### src/rtl/debounce_pkg.sv
// Shared constants and helpers for the debounce bank (50 MHz clk defaults).
// DEBOUNCE_CHECK_CNT_W stops elaboration when the stability counter is too narrow.
`ifndef DEBOUNCE_PKG_SV
`define DEBOUNCE_PKG_SV

`define DEBOUNCE_CHECK_CNT_W(cnt_w, stable_cnt) \
    if ((64'd1 << (cnt_w)) <= 64'(stable_cnt)) begin : g_cnt_w_too_small \
        $error("debounce: 2**CNT_W must exceed STABLE_CNT"); \
    end

package debounce_pkg;

    localparam int STABLE_CNT_DEF = 50_000;      // 1 ms
    localparam int REPEAT_DLY_DEF = 25_000_000;  // 500 ms
    localparam int REPEAT_PER_DEF = 5_000_000;   // 100 ms

    function automatic int clog2(input int value);
        int result;
        result = 0;
        while ((64'd1 << result) < 64'(value)) begin
            result = result + 1;
        end
        return result;
    endfunction

    function automatic int max_int(input int a, input int b);
        return (a > b) ? a : b;
    endfunction

endpackage

`endif

### src/rtl/debounce_bank_if.sv
// Pin-side and event-side signals of the debounce bank.
interface debounce_bank_if #(
    parameter int N_CH = 4
);
    logic [N_CH-1:0] inp;
    logic [N_CH-1:0] level;
    logic [N_CH-1:0] press_p;
    logic [N_CH-1:0] release_p;

    modport master (output inp, input level, press_p, release_p);
    modport slave  (input inp, output level, press_p, release_p);
endinterface

### src/rtl/debounce_ch.sv
// One debounce channel: 2-FF sync, stability counter, level and edge pulses.
// Auto-repeat on press_p is built only with DEBOUNCE_AUTO_REPEAT_EN defined.
module debounce_ch
    import debounce_pkg::*;
#(
    parameter int STABLE_CNT    = STABLE_CNT_DEF,
    parameter int CNT_W         = 16,
    parameter int ACTIVE_LOW_IN = 0,
    parameter int REPEAT_DLY    = REPEAT_DLY_DEF,
    parameter int REPEAT_PER    = REPEAT_PER_DEF
) (
    input  logic clk,
    input  logic rst_n,
    input  logic inp,
    output logic level,
    output logic press_p,
    output logic release_p
);
    if (STABLE_CNT < 1 || REPEAT_DLY < 1 || REPEAT_PER < 1) begin : g_bad_param
        $error("debounce_ch: STABLE_CNT, REPEAT_DLY and REPEAT_PER must be >= 1");
    end

    localparam logic [CNT_W-1:0] CNT_LAST = CNT_W'(STABLE_CNT - 1);
    localparam logic             INV      = (ACTIVE_LOW_IN != 0);

    logic             s1;
    logic             s2;
    logic [CNT_W-1:0] cnt;
    logic             ev;

    // A debounced transition happens on this edge.
    assign ev = (s2 != level) && (cnt == CNT_LAST);

`ifdef DEBOUNCE_AUTO_REPEAT_EN
    localparam int            RW       = clog2(max_int(REPEAT_DLY, REPEAT_PER)) + 1;
    localparam logic [RW-1:0] DLY_LAST = RW'(REPEAT_DLY - 1);
    localparam logic [RW-1:0] PER_LAST = RW'(REPEAT_PER - 1);

    logic [RW-1:0] rcnt;
    logic          rep_phase;
`endif

    always_ff @(posedge clk or negedge rst_n) begin
        if (!rst_n) begin
            s1        <= 1'b0;
            s2        <= 1'b0;
            level     <= 1'b0;
            cnt       <= '0;
            press_p   <= 1'b0;
            release_p <= 1'b0;
`ifdef DEBOUNCE_AUTO_REPEAT_EN
            rcnt      <= '0;
            rep_phase <= 1'b0;
`endif
        end else begin
            s1        <= inp ^ INV;
            s2        <= s1;
            press_p   <= 1'b0;
            release_p <= 1'b0;
            if (ev) begin
                level     <= s2;
                cnt       <= '0;
                press_p   <= s2;
                release_p <= ~s2;
            end else if (s2 == level) begin
                cnt <= '0;
            end else begin
                cnt <= cnt + 1'b1;
            end
`ifdef DEBOUNCE_AUTO_REPEAT_EN
            // First repeat waits REPEAT_DLY, later ones REPEAT_PER.
            if (!level || ev) begin
                rcnt      <= '0;
                rep_phase <= 1'b0;
            end else if (rcnt == (rep_phase ? PER_LAST : DLY_LAST)) begin
                press_p   <= 1'b1;
                rcnt      <= '0;
                rep_phase <= 1'b1;
            end else begin
                rcnt <= rcnt + 1'b1;
            end
`endif
        end
    end
endmodule

### src/rtl/debounce_bank.sv
// N_CH independent debounce channels; wiring only.
// Optional auto-repeat: define DEBOUNCE_AUTO_REPEAT_EN.
module debounce_bank
    import debounce_pkg::*;
#(
    parameter int N_CH          = 4,
    parameter int STABLE_CNT    = STABLE_CNT_DEF,
    parameter int CNT_W         = 16,
    parameter int ACTIVE_LOW_IN = 0,
    parameter int REPEAT_DLY    = REPEAT_DLY_DEF,
    parameter int REPEAT_PER    = REPEAT_PER_DEF
) (
    input  logic            clk,
    input  logic            rst_n,
    debounce_bank_if.slave  bus
);
    `DEBOUNCE_CHECK_CNT_W(CNT_W, STABLE_CNT)

    for (genvar i = 0; i < N_CH; i++) begin : g_ch
        debounce_ch #(
            .STABLE_CNT    (STABLE_CNT),
            .CNT_W         (CNT_W),
            .ACTIVE_LOW_IN (ACTIVE_LOW_IN),
            .REPEAT_DLY    (REPEAT_DLY),
            .REPEAT_PER    (REPEAT_PER)
        ) u_ch (
            .clk       (clk),
            .rst_n     (rst_n),
            .inp       (bus.inp[i]),
            .level     (bus.level[i]),
            .press_p   (bus.press_p[i]),
            .release_p (bus.release_p[i])
        );
    end
endmodule

### src/flat_wrapper.sv
// flat-port wrapper written by rule: the top's interface ports become plain ports
module debounce_bank_flat import debounce_pkg::*;
#(
    parameter int N_CH          = 4,
    parameter int STABLE_CNT    = STABLE_CNT_DEF,
    parameter int CNT_W         = 16,
    parameter int ACTIVE_LOW_IN = 0,
    parameter int REPEAT_DLY    = REPEAT_DLY_DEF,
    parameter int REPEAT_PER    = REPEAT_PER_DEF
)
  (clk, rst_n, bus_inp, bus_level, bus_press_p, bus_release_p);
  debounce_bank_if #(.N_CH(N_CH)) bus_i ();
  input  logic clk;
  input  logic rst_n;
  input wire logic [$bits(bus_i.inp)-1:0] bus_inp;
  output wire logic [$bits(bus_i.level)-1:0] bus_level;
  output wire logic [$bits(bus_i.press_p)-1:0] bus_press_p;
  output wire logic [$bits(bus_i.release_p)-1:0] bus_release_p;
  assign bus_i.inp = bus_inp;
  assign bus_level = bus_i.level;
  assign bus_press_p = bus_i.press_p;
  assign bus_release_p = bus_i.release_p;
  debounce_bank #(.N_CH(N_CH), .STABLE_CNT(STABLE_CNT), .CNT_W(CNT_W), .ACTIVE_LOW_IN(ACTIVE_LOW_IN), .REPEAT_DLY(REPEAT_DLY), .REPEAT_PER(REPEAT_PER)) u_core (.clk(clk), .rst_n(rst_n), .bus(bus_i));
endmodule
### config.mk
export PLATFORM = sky130hd
export DESIGN_NAME = debounce_bank_flat
export DESIGN_NICKNAME = d
export VERILOG_FILES = /design/src/rtl/debounce_pkg.sv /design/src/rtl/debounce_bank_if.sv /design/src/rtl/debounce_ch.sv /design/src/rtl/debounce_bank.sv /design/src/flat_wrapper.sv
export SDC_FILE = /design/constraint.sdc
export NUM_CORES = 1
export LEC_CHECK = 0
export CAP_MARGIN = 0
export CORE_ASPECT_RATIO = 1.5
export CORE_MARGIN = 2
export CORE_UTILIZATION = 45
export CTS_BUF_LIST = sky130_fd_sc_hd__clkbuf_8
export DETAILED_ROUTE_END_ITERATION = 7
export HOLD_SLACK_MARGIN = 0.03
export SETUP_SLACK_MARGIN = 0.15
export SLEW_MARGIN = 20
export SYNTH_ARGS = -nofsm -noshare
export SYNTH_HDL_FRONTEND = slang
export SYNTH_SLANG_ARGS = --single-unit
### constraint.sdc
create_clock -name clk -period 2.9 [get_ports clk]
set_clock_uncertainty 0.2 [all_clocks]
set_input_delay 0.58 -clock clk [delete_from_list [all_inputs] [get_ports clk]]
set_output_delay 0.58 -clock clk [all_outputs]
set_load 0.01 [all_outputs]
# [Yosys cells after proc, flatten, opt, wreduce, memory -nomap -nowiden]
# Index checks and enable logic that the tools add are counted.
[op_classes] addsub=4 eq_ne=12 muxes=16 bitwise=4 n_reduce_logical=4
[ops] cell="two-way mux 16 bit" n=8
[ops] cell="adder 16 x 1 -> 16 bit, second input constant" n=4
[ops] cell="equality test 16 bit, second input constant" n=4
[ops] cell="two-way mux 1 bit" n=8
[ops] cell="equality test 1 bit" n=4
[ops] cell="logical AND 1 bit" n=4
[ops] cell="!= test 1 bit" n=4
[ops] cell="inverter 1 bit" n=4
[word_totals] ff_bits=84 output_inout_bits=12 word_cells=64

# [Logic depth before layout (Yosys ltp)]
[logic_depth] word_depth=3 mapped_depth=7

# [Cells and area by module]
# From an unflattened synthesis, not the netlist that was laid out.
[hier_totals] cells_unflattened=360 area_unflattened_um2=4274.1
[by_module_without_submodules] module="debounce_ch" n_inst=4 cells_each=90 area_each_um2=1068.5 seq_area_each_um2=525.5

# [Worst setup path after synthesis]
# No wires, ideal clock.
[synth_timing] path_type="reg-to-reg" startpoint="register u_core.g_ch[0].u_ch.cnt[4]" endpoint="register u_core.g_ch[0].u_ch.level" setup_time_ns=0.125 t_arrival_ns=1.818 t_required_ns=2.575 setup_slack_ns=0.757 path_stages_with_launch=5 n_path_buf=1 cell_sequence="dfrtp_1 buf_6 or4b_1 or4_4 mux2_4"
[synth_between] elab_chain_len=2
[synth_lines] item="start: declaration" line="debounce_ch.sv:28" rtl="logic [CNT_W-1:0] cnt;"
[synth_lines] item="start signal: assignment" line="debounce_ch.sv:68" rtl="cnt <= cnt + 1'b1;"
[synth_lines] item="equality test 16 bit" line="debounce_ch.sv:32" rtl="assign ev = (s2 != level) && (cnt == CNT_LAST);"
[synth_lines] item="logical AND 1 bit" line="debounce_ch.sv:32"
[synth_lines] item="end signal: assignment" line="debounce_ch.sv:47" rtl="level <= 1'b0;"
[synth_lines] item="end signal: assignment" line="debounce_ch.sv:61" rtl="level <= s2;"
[synth_lines] item="end: declaration" line="debounce_ch.sv:15" rtl="output logic level,"
# No other way between the ends.
# A chain may end at the register's enable or synchronous reset.

# [Worst setup path in the final report]
[layout_timing] startpoint="register u_core.g_ch[0].u_ch.cnt[5]" endpoint="register u_core.g_ch[0].u_ch.level"
# The elaborated chain is that of the path after synthesis.

==> flow_summary.toml <==
[status]
outcome = "finished, final reports clean"

[synth]
ys_top_cells_by_area = "dfrtp_1, xnor2_1, nor2_1"
syn-cell-area_um2 = 3890
synth_common_cells = "dfrtp_1, nor2_1, xnor2_1"
synth_xor_area_share_pct = 13.3
ys_seq_elements = 84
synth.yosys.seq_area_share_pct = 54.0
syn_area_per_cell_um2 = 10.6
yosys.area.top_type = "dfrtp_1"
synth_enable_flop_cells = 0
yosysUniqueCellTypes = 33
synth.area.mux_share_pct = 1.25
yosysWarnings = 0
ys.flop_type = "dfrtp_1"
synth_compound_area_share_pct = 0.322
synth_top_family_by_area = "simple AND/OR/NAND/NOR gates"
yosys.area_share.simple_pct = 25.5
synth-adder-area-share_pct = 1.29
syn_nets = 378
synth_top_area_share_pct = 54.0
async_reset_ff_share_pct = 100
synthCells = 368
synth_most_common_cell = "dfrtp_1"

[timing]
final-setup-viol-count = 0
worst_pin_slew_ps = 537
max_freq_mhz = 454
rsz0062_at_grt = "false"
slew_violations = 0
period_share_pct = 75.9
fin_crit_ps = 2200
maxSlewHeadroom_pct = 64.2
finalHoldViolations = 0
tns_ps = 0

[clock_tree]
cts_setup_buffers = 0
cts_sinks = 84
cts_tree = "done"
htreeDepth = 3
clockRootBuffer = "clkbuf_8"
insertion_delay_ps = 360
hold_buffers = 1
cts.reportedPaths.clkPinSlew_ps = 70
numCtsBuffers = 9
cts_resized = 0
clk_path_buf_depth = 2

[worst_setup_path]
crit_type = "reg -> reg"
startpoint_type = "register"
crit_family = "simple AND/OR/NAND/NOR gates"
cp_data_arrival_time_ps = 2240
slowest_delay_ps = 600
crit_slowest_cell = "or4_4"
cp-end-kind = "register"
crit_fanout = 7
crit_buf_inv = 0
cp_data_required_time_ps = 2940
cp_cell_sequence = "or4b_1 -> or4_4 -> mux2_4"

[placed_design]
placement.cell_area_um2 = 4070
place_inst = 471
place_congestion = 0.830
io_buffers = 17
dp_hpwl_um = 4500

[floorplan]
io_pins = 18
fp.dieW_um = 79.9
coreArea_um2 = 8410
row_count = 41
start_util_pct = 46.2
dieArea_um2 = 9420
fp.dieH_um = 118

[power_and_ir_drop]
switchingPower_mw = 0.480
switching_share_pct = 22.5
p_leak_nw = 1.73
seqPwrFrac_pct = 56.6
p_int_mw = 1.65
ir_drop_mv = 0.289
p_comb_share_pct = 3.3
power_density_nw_per_um2 = 498
pwr-share-clk_pct = 40.1

[drt]
wl_um = 6830
wl_per_cell_um = 14.0
drt-initial-drc-count = 148
dr.pass1.iters = 5
postRouteAntennaNets = 0
remaining_drc_errors = 0
via_count = 2600
vias_per_cell = 5.33

[finish]
stdcell_count = 488
syn_to_final_growth_pct = 10.1
n_antenna_cell = 0
drive_gt1_share_pct = 6.82
stdcell_area_um2 = 4280
nets = 386

[hold_path]
hold_path.class = "reg -> reg"

[global_routing]
grt_pass1_wl_um = 12100
grt_pass1_vias = 2625
antenna_found_initial = 0
grt_usage_pct = 16.2
grt-ovfl-total = 0
grt_max_degree = 45

[run]
max_cap_viol_count = 0
registers in the layout, summed over array words and instances, names as in the netlist:
register and flops:
u_core.g_ch.u_ch.s2 4, u_core.g_ch.u_ch.s1 4, u_core.g_ch.u_ch.level 4, u_core.g_ch.u_ch.press_p 4
u_core.g_ch.u_ch.release_p 4, u_core.g_ch.u_ch.cnt 64
through the flow:
stage                     power [mW]  util [%]  hold slack [ps]  setup slack, ps
after floorplan                 1.26         -             84.4              757
after global placement          1.30      48.4              135              752
after detailed placement        1.30      48.4              138              706
after CTS                       2.17      50.9              156              710
after global routing            2.23      50.9              160              532
final                           2.13      50.9              153              699
layout by cell type, fill, tap and decap left out, types with 3 or more instances in the layout:
cell	n
xnor2_1	40
ha_1	4
nand2_1	13
nand3_1	23
clkdlybuf4s50_1	16
and3_1	6
nor3_1	9
mux2_2	3
nor4bb_1	6
nor2_1	69
dfrtp_1	84
nor4b_1	3
clkbuf_8	11
inv_1	8
nor4_1	14
nor3b_1	8
xor2_1	19
nand4_1	21
metal layers:
layer	part of all wire [%]	vias to the layer above	track usage, %
met1	44	1275	20.5
met4	2.2	0	7.20
met3	3.5	11	3.60
met2	50	45	26.3
met5	0	-	0
li1	-	1269	-
path summary, 6_finish.rpt:
kind | startpoint | endpoint | slack [ps] | depth (start not counted)
min | u_core.g_ch[0].u_ch.s1$_DFF_PN0_ | u_core.g_ch[0].u_ch.s2$_DFF_PN0_ | 150 | 0
max | u_core.g_ch[0].u_ch.cnt[5]$_DFF_PN0_ | u_core.g_ch[0].u_ch.level$_DFFE_PN0P_ | 700 | 3
min in group asynchronous | rst_n | u_core.g_ch[3].u_ch.cnt[4]$_DFF_PN0_ | 550 | 2
min reg2reg | u_core.g_ch[0].u_ch.s1$_DFF_PN0_ | u_core.g_ch[0].u_ch.s2$_DFF_PN0_ | 150 | 0
max in group asynchronous | rst_n | u_core.g_ch[0].u_ch.cnt[3]$_DFF_PN0_ | 1330 | 3
max reg2reg | u_core.g_ch[0].u_ch.cnt[5]$_DFF_PN0_ | u_core.g_ch[0].u_ch.level$_DFFE_PN0P_ | 700 | 3
cells by family after synthesis:
logic type,Yosys count
muxes,4
adders and majority gates,4
buffers and inverters,29
DFF,84
xor gates and xnor gates,59
AOI/OAI and AO/OA,2
and+or+nand+nor,186
power by group through the flow:
stage	Sequential, mW	Combinational, mW	Clock (mW)
after floorplan	1.23	0.0334	0
after global placement	1.23	0.0714	0
after detailed placement	1.23	0.0738	0
after CTS	1.21	0.0750	0.884
after global routing	1.21	0.0841	0.934
final	1.21	0.0711	0.854
final cells by class:
| class | instances | area [um^2] |
|---|---|---|
| Fill cell | 801 | 4130 |
| Clock buffer | 11 | 151 |
| Clock inverter | 5 | 51.3 |
| Multi-Input combinational cell | 255 | 1620 |
| Sequential cell | 84 | 2100 |
| Inverter | 7 | 26.3 |
| Tap cell | 107 | 134 |
| Timing Repair Buffer | 19 | 198 |
worst register-to-register path: stages (launching register included):
cell,delay [ps]
dfrtp_1,460
or4b_1,520
or4_4,600
mux2_4,310
Note: power is estimated with default switching activity, not from simulation.
